**src/rtl/data_mem_interface_if.sv**
```systemverilog
// +----------------------------------------------------------------------------+
// | data_mem_interface_if: 64-bit valid/ready data memory bus.                  |
// | Rev 1.0                                                                     |
// +----------------------------------------------------------------------------+
`default_nettype none

interface data_mem_interface_if;
  logic        valid;
  logic        ready;
  logic        we;
  logic [31:0] addr;
  logic [7:0]  be;
  logic [63:0] wdata;
  logic        rvalid;
  logic [63:0] rdata;

  modport master (
    output valid, we, addr, be, wdata,
    input  ready, rvalid, rdata
  );

  modport slave (
    input  valid, we, addr, be, wdata,
    output ready, rvalid, rdata
  );
endinterface

`default_nettype wire

```
**src/rtl/data_mem_interface.sv**
```systemverilog
// +----------------------------------------------------------------------------+
// | data_mem_interface: load/store unit between datapath and 64-bit mem bus.    |
// | Optional misaligned-access trap: define DMEM_MISALIGN_TRAP_EN. Rev 1.0      |
// +----------------------------------------------------------------------------+
`default_nettype none

module data_mem_interface #(
  parameter int TIMEOUT_CYCLES = 255,
  parameter int CNT_WIDTH      = 8
) (
  input  wire logic        clk,
  input  wire logic        rst_n,
  input  wire logic        req_read_en_i,
  input  wire logic        req_write_en_i,
  input  wire logic [31:0] req_addr_i,
  input  wire logic [63:0] req_write_data_i,
  input  wire logic [2:0]  req_width_i,
  output logic             stall_o,
  output logic [63:0]      rdata_o,
  output logic             bus_err_o,
  output logic             misalign_err_o,
  output logic [31:0]      bad_addr_o,
  data_mem_interface_if.master bus
);

  typedef enum logic [2:0] {
    S_IDLE   = 3'd0,
    S_REQ    = 3'd1,
    S_WAIT_R = 3'd2,
    S_DONE   = 3'd3
`ifdef DMEM_MISALIGN_TRAP_EN
    , S_ERR  = 3'd4
`endif
  } state_t;

  state_t      state_q, state_d;
  logic        we_q;
  logic [31:0] addr_q;
  logic [7:0]  be_q;
  logic [63:0] wdata_q;
  logic [2:0]  lane_q;
  logic [2:0]  width_q;
  logic [63:0] rdata_q;
  logic        err_q;

  logic        w_request;
  logic        w_stall;
  logic        w_issue;
  logic        w_capture;
  logic        w_abort;
  logic        w_timeout_hit;
  logic [3:0]  w_size;
  logic [2:0]  w_lmask;
  logic [2:0]  w_lane_raw;
  logic [2:0]  w_lane;
  logic [7:0]  w_bemask;
  logic [63:0] w_shift;
  logic [63:0] w_load_ext;

  assign w_request  = req_read_en_i | req_write_en_i;
  assign w_size     = 4'd1 << req_width_i[1:0];
  assign w_lmask    = 3'(w_size - 4'd1);
  assign w_lane_raw = req_addr_i[2:0];
  assign w_bemask   = 8'((16'd1 << w_size) - 16'd1);

`ifdef DMEM_MISALIGN_TRAP_EN
  logic        w_misaligned;
  logic        w_trap;
  logic [31:0] bad_addr_q;
  assign w_misaligned   = |(w_lane_raw & w_lmask);
  assign w_lane         = w_lane_raw;
  assign misalign_err_o = (state_q == S_ERR);
  assign bad_addr_o     = bad_addr_q;
`else
  // Without the trap, misaligned accesses silently round down to the natural boundary.
  assign w_lane         = w_lane_raw & ~w_lmask;
  assign misalign_err_o = 1'b0;
  assign bad_addr_o     = '0;
`endif

  generate
    if (TIMEOUT_CYCLES > 0) begin : g_timeout
      logic [CNT_WIDTH-1:0] cnt_q;
      always_ff @(posedge clk or negedge rst_n) begin
        if (!rst_n) begin
          cnt_q <= '0;
        end else if (w_issue) begin
          cnt_q <= '0;
        end else if ((state_q == S_REQ || state_q == S_WAIT_R) && cnt_q != '1) begin
          cnt_q <= cnt_q + 1'b1;
        end
      end
      assign w_timeout_hit = ({{(32-CNT_WIDTH){1'b0}}, cnt_q} >= 32'(TIMEOUT_CYCLES - 1));
    end else begin : g_no_timeout
      assign w_timeout_hit = 1'b0;
    end
  endgenerate

  always_comb begin
    state_d   = state_q;
    w_stall   = 1'b0;
    w_issue   = 1'b0;
    w_capture = 1'b0;
    w_abort   = 1'b0;
`ifdef DMEM_MISALIGN_TRAP_EN
    w_trap    = 1'b0;
`endif
    case (state_q)
      S_IDLE: begin
        w_stall = w_request;
        if (w_request) begin
`ifdef DMEM_MISALIGN_TRAP_EN
          if (w_misaligned) begin
            w_trap  = 1'b1;
            state_d = S_ERR;
          end else begin
            w_issue = 1'b1;
            state_d = S_REQ;
          end
`else
          w_issue = 1'b1;
          state_d = S_REQ;
`endif
        end
      end
      S_REQ: begin
        w_stall = 1'b1;
        if (bus.ready) begin
          state_d = we_q ? S_DONE : S_WAIT_R;
        end else if (w_timeout_hit) begin
          w_abort = 1'b1;
          state_d = S_DONE;
        end
      end
      S_WAIT_R: begin
        w_stall = 1'b1;
        if (bus.rvalid) begin
          w_capture = 1'b1;
          state_d   = S_DONE;
        end else if (w_timeout_hit) begin
          w_abort = 1'b1;
          state_d = S_DONE;
        end
      end
      S_DONE: begin
        state_d = S_IDLE;
      end
`ifdef DMEM_MISALIGN_TRAP_EN
      S_ERR: begin
        state_d = S_IDLE;
      end
`endif
      default: begin
        state_d = S_IDLE;
      end
    endcase
  end

  always_ff @(posedge clk or negedge rst_n) begin
    if (!rst_n) begin
      state_q <= S_IDLE;
    end else begin
      state_q <= state_d;
    end
  end

  always_comb begin
    w_shift = bus.rdata >> {lane_q, 3'b000};
    case (width_q[1:0])
      2'b00:   w_load_ext = width_q[2] ? {56'd0, w_shift[7:0]}
                                       : {{56{w_shift[7]}}, w_shift[7:0]};
      2'b01:   w_load_ext = width_q[2] ? {48'd0, w_shift[15:0]}
                                       : {{48{w_shift[15]}}, w_shift[15:0]};
      2'b10:   w_load_ext = width_q[2] ? {32'd0, w_shift[31:0]}
                                       : {{32{w_shift[31]}}, w_shift[31:0]};
      default: w_load_ext = w_shift;
    endcase
  end

  always_ff @(posedge clk or negedge rst_n) begin
    if (!rst_n) begin
      we_q    <= 1'b0;
      addr_q  <= '0;
      be_q    <= '0;
      wdata_q <= '0;
      lane_q  <= '0;
      width_q <= '0;
      rdata_q <= '0;
      err_q   <= 1'b0;
`ifdef DMEM_MISALIGN_TRAP_EN
      bad_addr_q <= '0;
`endif
    end else begin
      err_q <= w_abort;
      if (w_issue) begin
        // Simultaneous read and write requests resolve to a write.
        we_q    <= req_write_en_i;
        addr_q  <= {req_addr_i[31:3], 3'b000};
        be_q    <= w_bemask << w_lane;
        wdata_q <= req_write_data_i << {w_lane, 3'b000};
        lane_q  <= w_lane;
        width_q <= req_width_i;
      end
      if (w_capture) begin
        rdata_q <= w_load_ext;
      end
      if (w_abort) begin
        rdata_q <= '0;
      end
`ifdef DMEM_MISALIGN_TRAP_EN
      if (w_trap) begin
        bad_addr_q <= req_addr_i;
        rdata_q    <= '0;
      end
`endif
    end
  end

  // bus.valid decodes straight from the state register so reset drops it at once.
  assign bus.valid = (state_q == S_REQ);
  assign bus.we    = we_q;
  assign bus.addr  = addr_q;
  assign bus.be    = be_q;
  assign bus.wdata = wdata_q;

  assign stall_o   = rst_n & w_stall;
  assign rdata_o   = rdata_q;
  assign bus_err_o = err_q;

endmodule

`default_nettype wire

```
**src/flat_wrapper.sv**
```systemverilog
// flat-port wrapper written by rule: the top's interface ports become plain ports
module data_mem_interface_flat 
#(
  parameter int TIMEOUT_CYCLES = 255,
  parameter int CNT_WIDTH      = 8
)
  (clk, rst_n, req_read_en_i, req_write_en_i, req_addr_i, req_write_data_i, req_width_i, stall_o, rdata_o, bus_err_o, misalign_err_o, bad_addr_o, bus_valid, bus_we, bus_addr, bus_be, bus_wdata, bus_ready, bus_rvalid, bus_rdata);
  data_mem_interface_if bus_i ();
  input  wire logic clk;
  input  wire logic rst_n;
  input  wire logic req_read_en_i;
  input  wire logic req_write_en_i;
  input  wire logic [31:0] req_addr_i;
  input  wire logic [63:0] req_write_data_i;
  input  wire logic [2:0] req_width_i;
  output logic stall_o;
  output logic [63:0] rdata_o;
  output logic bus_err_o;
  output logic misalign_err_o;
  output logic [31:0] bad_addr_o;
  output wire logic [$bits(bus_i.valid)-1:0] bus_valid;
  output wire logic [$bits(bus_i.we)-1:0] bus_we;
  output wire logic [$bits(bus_i.addr)-1:0] bus_addr;
  output wire logic [$bits(bus_i.be)-1:0] bus_be;
  output wire logic [$bits(bus_i.wdata)-1:0] bus_wdata;
  input wire logic [$bits(bus_i.ready)-1:0] bus_ready;
  input wire logic [$bits(bus_i.rvalid)-1:0] bus_rvalid;
  input wire logic [$bits(bus_i.rdata)-1:0] bus_rdata;
  assign bus_valid = bus_i.valid;
  assign bus_we = bus_i.we;
  assign bus_addr = bus_i.addr;
  assign bus_be = bus_i.be;
  assign bus_wdata = bus_i.wdata;
  assign bus_i.ready = bus_ready;
  assign bus_i.rvalid = bus_rvalid;
  assign bus_i.rdata = bus_rdata;
  data_mem_interface #(.TIMEOUT_CYCLES(TIMEOUT_CYCLES), .CNT_WIDTH(CNT_WIDTH)) u_core (.clk(clk), .rst_n(rst_n), .req_read_en_i(req_read_en_i), .req_write_en_i(req_write_en_i), .req_addr_i(req_addr_i), .req_write_data_i(req_write_data_i), .req_width_i(req_width_i), .stall_o(stall_o), .rdata_o(rdata_o), .bus_err_o(bus_err_o), .misalign_err_o(misalign_err_o), .bad_addr_o(bad_addr_o), .bus(bus_i));
endmodule
```
**config.mk**
```make
export PLATFORM = sky130hd
export DESIGN_NAME = data_mem_interface_flat
export DESIGN_NICKNAME = d
export VERILOG_FILES = /design/src/rtl/data_mem_interface_if.sv /design/src/rtl/data_mem_interface.sv /design/src/flat_wrapper.sv
export SDC_FILE = /design/constraint.sdc
export NUM_CORES = 1
export LEC_CHECK = 0
export ABC_AREA = 0
export CORE_MARGIN = 3
export CORE_UTILIZATION = 30
export DETAILED_ROUTE_END_ITERATION = 16
export PLACE_DENSITY = 0.55
export SETUP_SLACK_MARGIN = 0.15
export SYNTH_ARGS = -nofsm -noshare
export SYNTH_HDL_FRONTEND = slang
export SYNTH_SLANG_ARGS = --single-unit
```
**constraint.sdc**
```tcl
create_clock -name clk -period 5.2 [get_ports clk]
set_input_delay 0.52 -clock clk [delete_from_list [all_inputs] [get_ports clk]]
set_output_delay 0.52 -clock clk [all_outputs]
set_load 0.05 [all_outputs]
```
==> metrics <==
drt initial violations 806; kind of critical path reg2out; TritonCTS clock tree built; die height 195 um; Tightest Pin Transition 1030 ps; hold slack 87.8 ps; RSZ-0062 raised after global routing no; fmax 0.280 GHz; highest metal used met5; CTS sink count 184; core area 0.0349 sq mm; Yosys top cell by area dfrtp_1; Cells after Synth 1157; largest family of logic cells by synthesized area compound AO/OA/AOI/OAI gates; Primary FF master, synth dfrtp_1; top cells by area, synth dfrtp_1 (43%), nand2_1 (8.2%), mux2i_1 (7.3%); grt ovf 0; vias per cell 5.20; Port Buf Inserts 337; worst r2r path cells 5; met3 wire len 4380 um; register area 0.00461 sq mm; Nets 1613; Post-CTS Setup Bufs 0; clk_skew 11.9 ps; worst reg2reg endpoint u_core.bus.wdata[6]; sum of negative setup slack 0 ps; Area Growth Syn to Fin 39.6%; Slew Limit Headroom 0.312; max-cap check violation count 0; syn avg cell area 9.28 sq um; period utilisation layout 0.686; DRC errors left 0; CP Launch Type register; clock slew at reported path FFs 80 ps; crit-path max FO 28; DRT Pass-1 Iters 6; die area 0.0381 sq mm; filler cell count 3493; worst min path class in2async; Starting Density 0.308; post-synthesis xor/xnor area fraction 0.00652; top cell types by occurrence after synthesis nand2_1 (236), dfrtp_1 (184), o21ai_0 (89); Via Count 9926; Rows 68; Synth Area in Simple Gates 0.152; Multi-input gate area 0.00565 sq mm; clk buf depth 2; num ports 374; # hold bufs at CTS 0; pwr/cell area 490 mW/mm^2; clock power share 0.190; Tmin final 3570 ps; count leader, synth nand2_1; max-slew violation count 0; CP Capture Type output pin; WL final 41700 um; first-pass GRT wire length 63200 um; outcome complete, no violations; Placer Congestion 0.878; combinational power share 0.517; met2 WL post-DR 19400 um; critical path arrival 3050 ps; vias in the first global route 10100; VDD IR max 313 uV; Met1 Wirelength 17300 um; worst path cell trace nor3_1 > o21a_2 > o21a_1 > clkdlybuf4s50_1; Critical-path top delay cell clkdlybuf4s50_1; layout cells sized above 1 0.0867; Clock Root Buffer clkbuf_16; Internal 3.92 mW; Tot Pwr 7.35 mW; synth warn 0; CTS HTree Levels 4; worst r2r src u_core.state_q[1]; worst skew pair latency 450 ps; P_sw 3.43 mW; critical path data required time 4680 ps; mapped cell area 0.0107 sq mm; Worst path max stage delay 800 ps; Final HPWL DP 30900 um; Fin. Hold Viols 0; Compound-Gate Fraction of Synth Area 0.185; Sw Ratio 0.467; antenna violations before repair 5; GRT Total Usage 0.214; FF+latch count, synth 184; number of synthesized flops with an enable pin 0; Die X-Extent 195 um; Finished Layout Cells 1910; Distinct cells, synth 60; ys async rst share 1.00; utilization after layout 0.430; Resized cells post-CTS 0; largest net degree at the start of global routing 71; r2r setup slk 2210 ps; sequential share of power 0.293; top cell type's share of synthesized area 0.429; mux contribution to synthesized area 0.162; Final setup viols 0; area share of fa/ha/maj cells after synthesis 0.00350; Inserted Clock Buffers 17; register area share after synthesis 0.429; post-route ant nets 0; Leak 6.40 nW; dpl cells 1877; drt wl/cell 21.9 um
-- layout make-up --
type,count,share of cell area
antenna,1,0.000167
clock buffer,19,0.0295
clock inverter,13,0.0112
inverter,7,0.00175
multi-input combinational,874,0.377
sequential,184,0.307
tap,455,0.0380
timing repair buffer,357,0.235
-- worst max path at each step --
| stage | from | to | slack (ps) | cells past startpoint |
|---|---|---|---|---|
| detailed placement | req_width_i[0] | u_core.bus.wdata[52] | 1390 | 9 |
| floorplan | req_width_i[1] | u_core.bus.wdata[53] | 2330 | 10 |
| global placement | req_width_i[0] | u_core.bus.wdata[52] | 1450 | 9 |
| global route | u_core.state_q[1] | stall_o | 1460 | 4 |
| CTS | u_core.state_q[2] | stall_o | 1550 | 4 |
| finish | u_core.state_q[1] | stall_o | 1630 | 4 |
-- worst max-delay path: cells and delay by family, from the launching register on --
family | cells | cell delay, ps
compound gates | 2 | 830
buf+inv | 1 | 800
simple gates | 1 | 520
flops | 1 | 440
-- layer usage --
| layer | up-vias | track usage |
|---|---|---|
| met2 | 459 | 0.343 |
| met3 | 38 | 0.0733 |
| met1 | 4796 | 0.280 |
| met5 | - | 0 |
| met4 | 8 | 0.0523 |
| li1 | 4625 | - |
-- power by group through the flow --
| stage | Combinational, mW | Clock (mW) | Sequential, mW |
|---|---|---|---|
| 6_report | 3.80 | 1.40 | 2.15 |
| 5_1_grt | 4.01 | 1.48 | 2.21 |
| 4_1_cts | 3.83 | 1.43 | 2.15 |
| 3_5_place_dp | 3.83 | 0 | 2.17 |
| 3_3_place_gp | 3.82 | 0 | 2.17 |
| 2_1_floorplan | 1.01 | 0 | 3.54 |
-- sequential cells by signal (all words and copies together) (netlist names) --
signal	cells
u_core.bus.we	1
u_core.bus_err_o	1
u_core.bus.addr	29
u_core.bus.be	8
u_core.rdata_o	64
u_core.width_q	3
u_core.bus.wdata	64
u_core.state_q	3
u_core.g_timeout.cnt_q	8
u_core.lane_q	3
-- cells in the final DEF, fill, tap and decap left out, types with 5 or more instances in the layout --
cell	count
clkdlybuf4s50_1	336
a21oi_1	50
nor3_1	5
buf_4	20
o211ai_1	5
dfrtp_1	181
a32oi_1	5
a221o_1	24
mux2i_1	78
nor2_1	64
o21ai_1	32
and2_1	5
inv_1	7
conb_1	37
a22o_1	25
xnor2_1	5
nor2b_1	12
a2bb2oi_1	13
a31oi_1	12
clkbuf_16	17
nand2b_1	18
a211oi_1	11
nand2_1	235
o22ai_1	9
mux4_2	25
mux2_2	35
nand3_1	16
and3_1	11
o21ai_0	89
-- through the flow --
step	area [sq um]	setup WS, ps
floorplan	10900	2330
global placement	14400	1450
finish	15000	1630
detailed placement	14400	1390
global route	15000	1460
CTS	15000	1550
-- kinds of logic (layout without fill, tap and decap cells) --
logic type,Yosys count,count (layout)
mux,138,138
other cells,1,38
simple gates,382,382
compound gates,306,306
fa+ha+maj,3,3
xor+xnor,8,8
flops,184,184
buf+inv,135,396
Power figures use the tool's default switching activity.
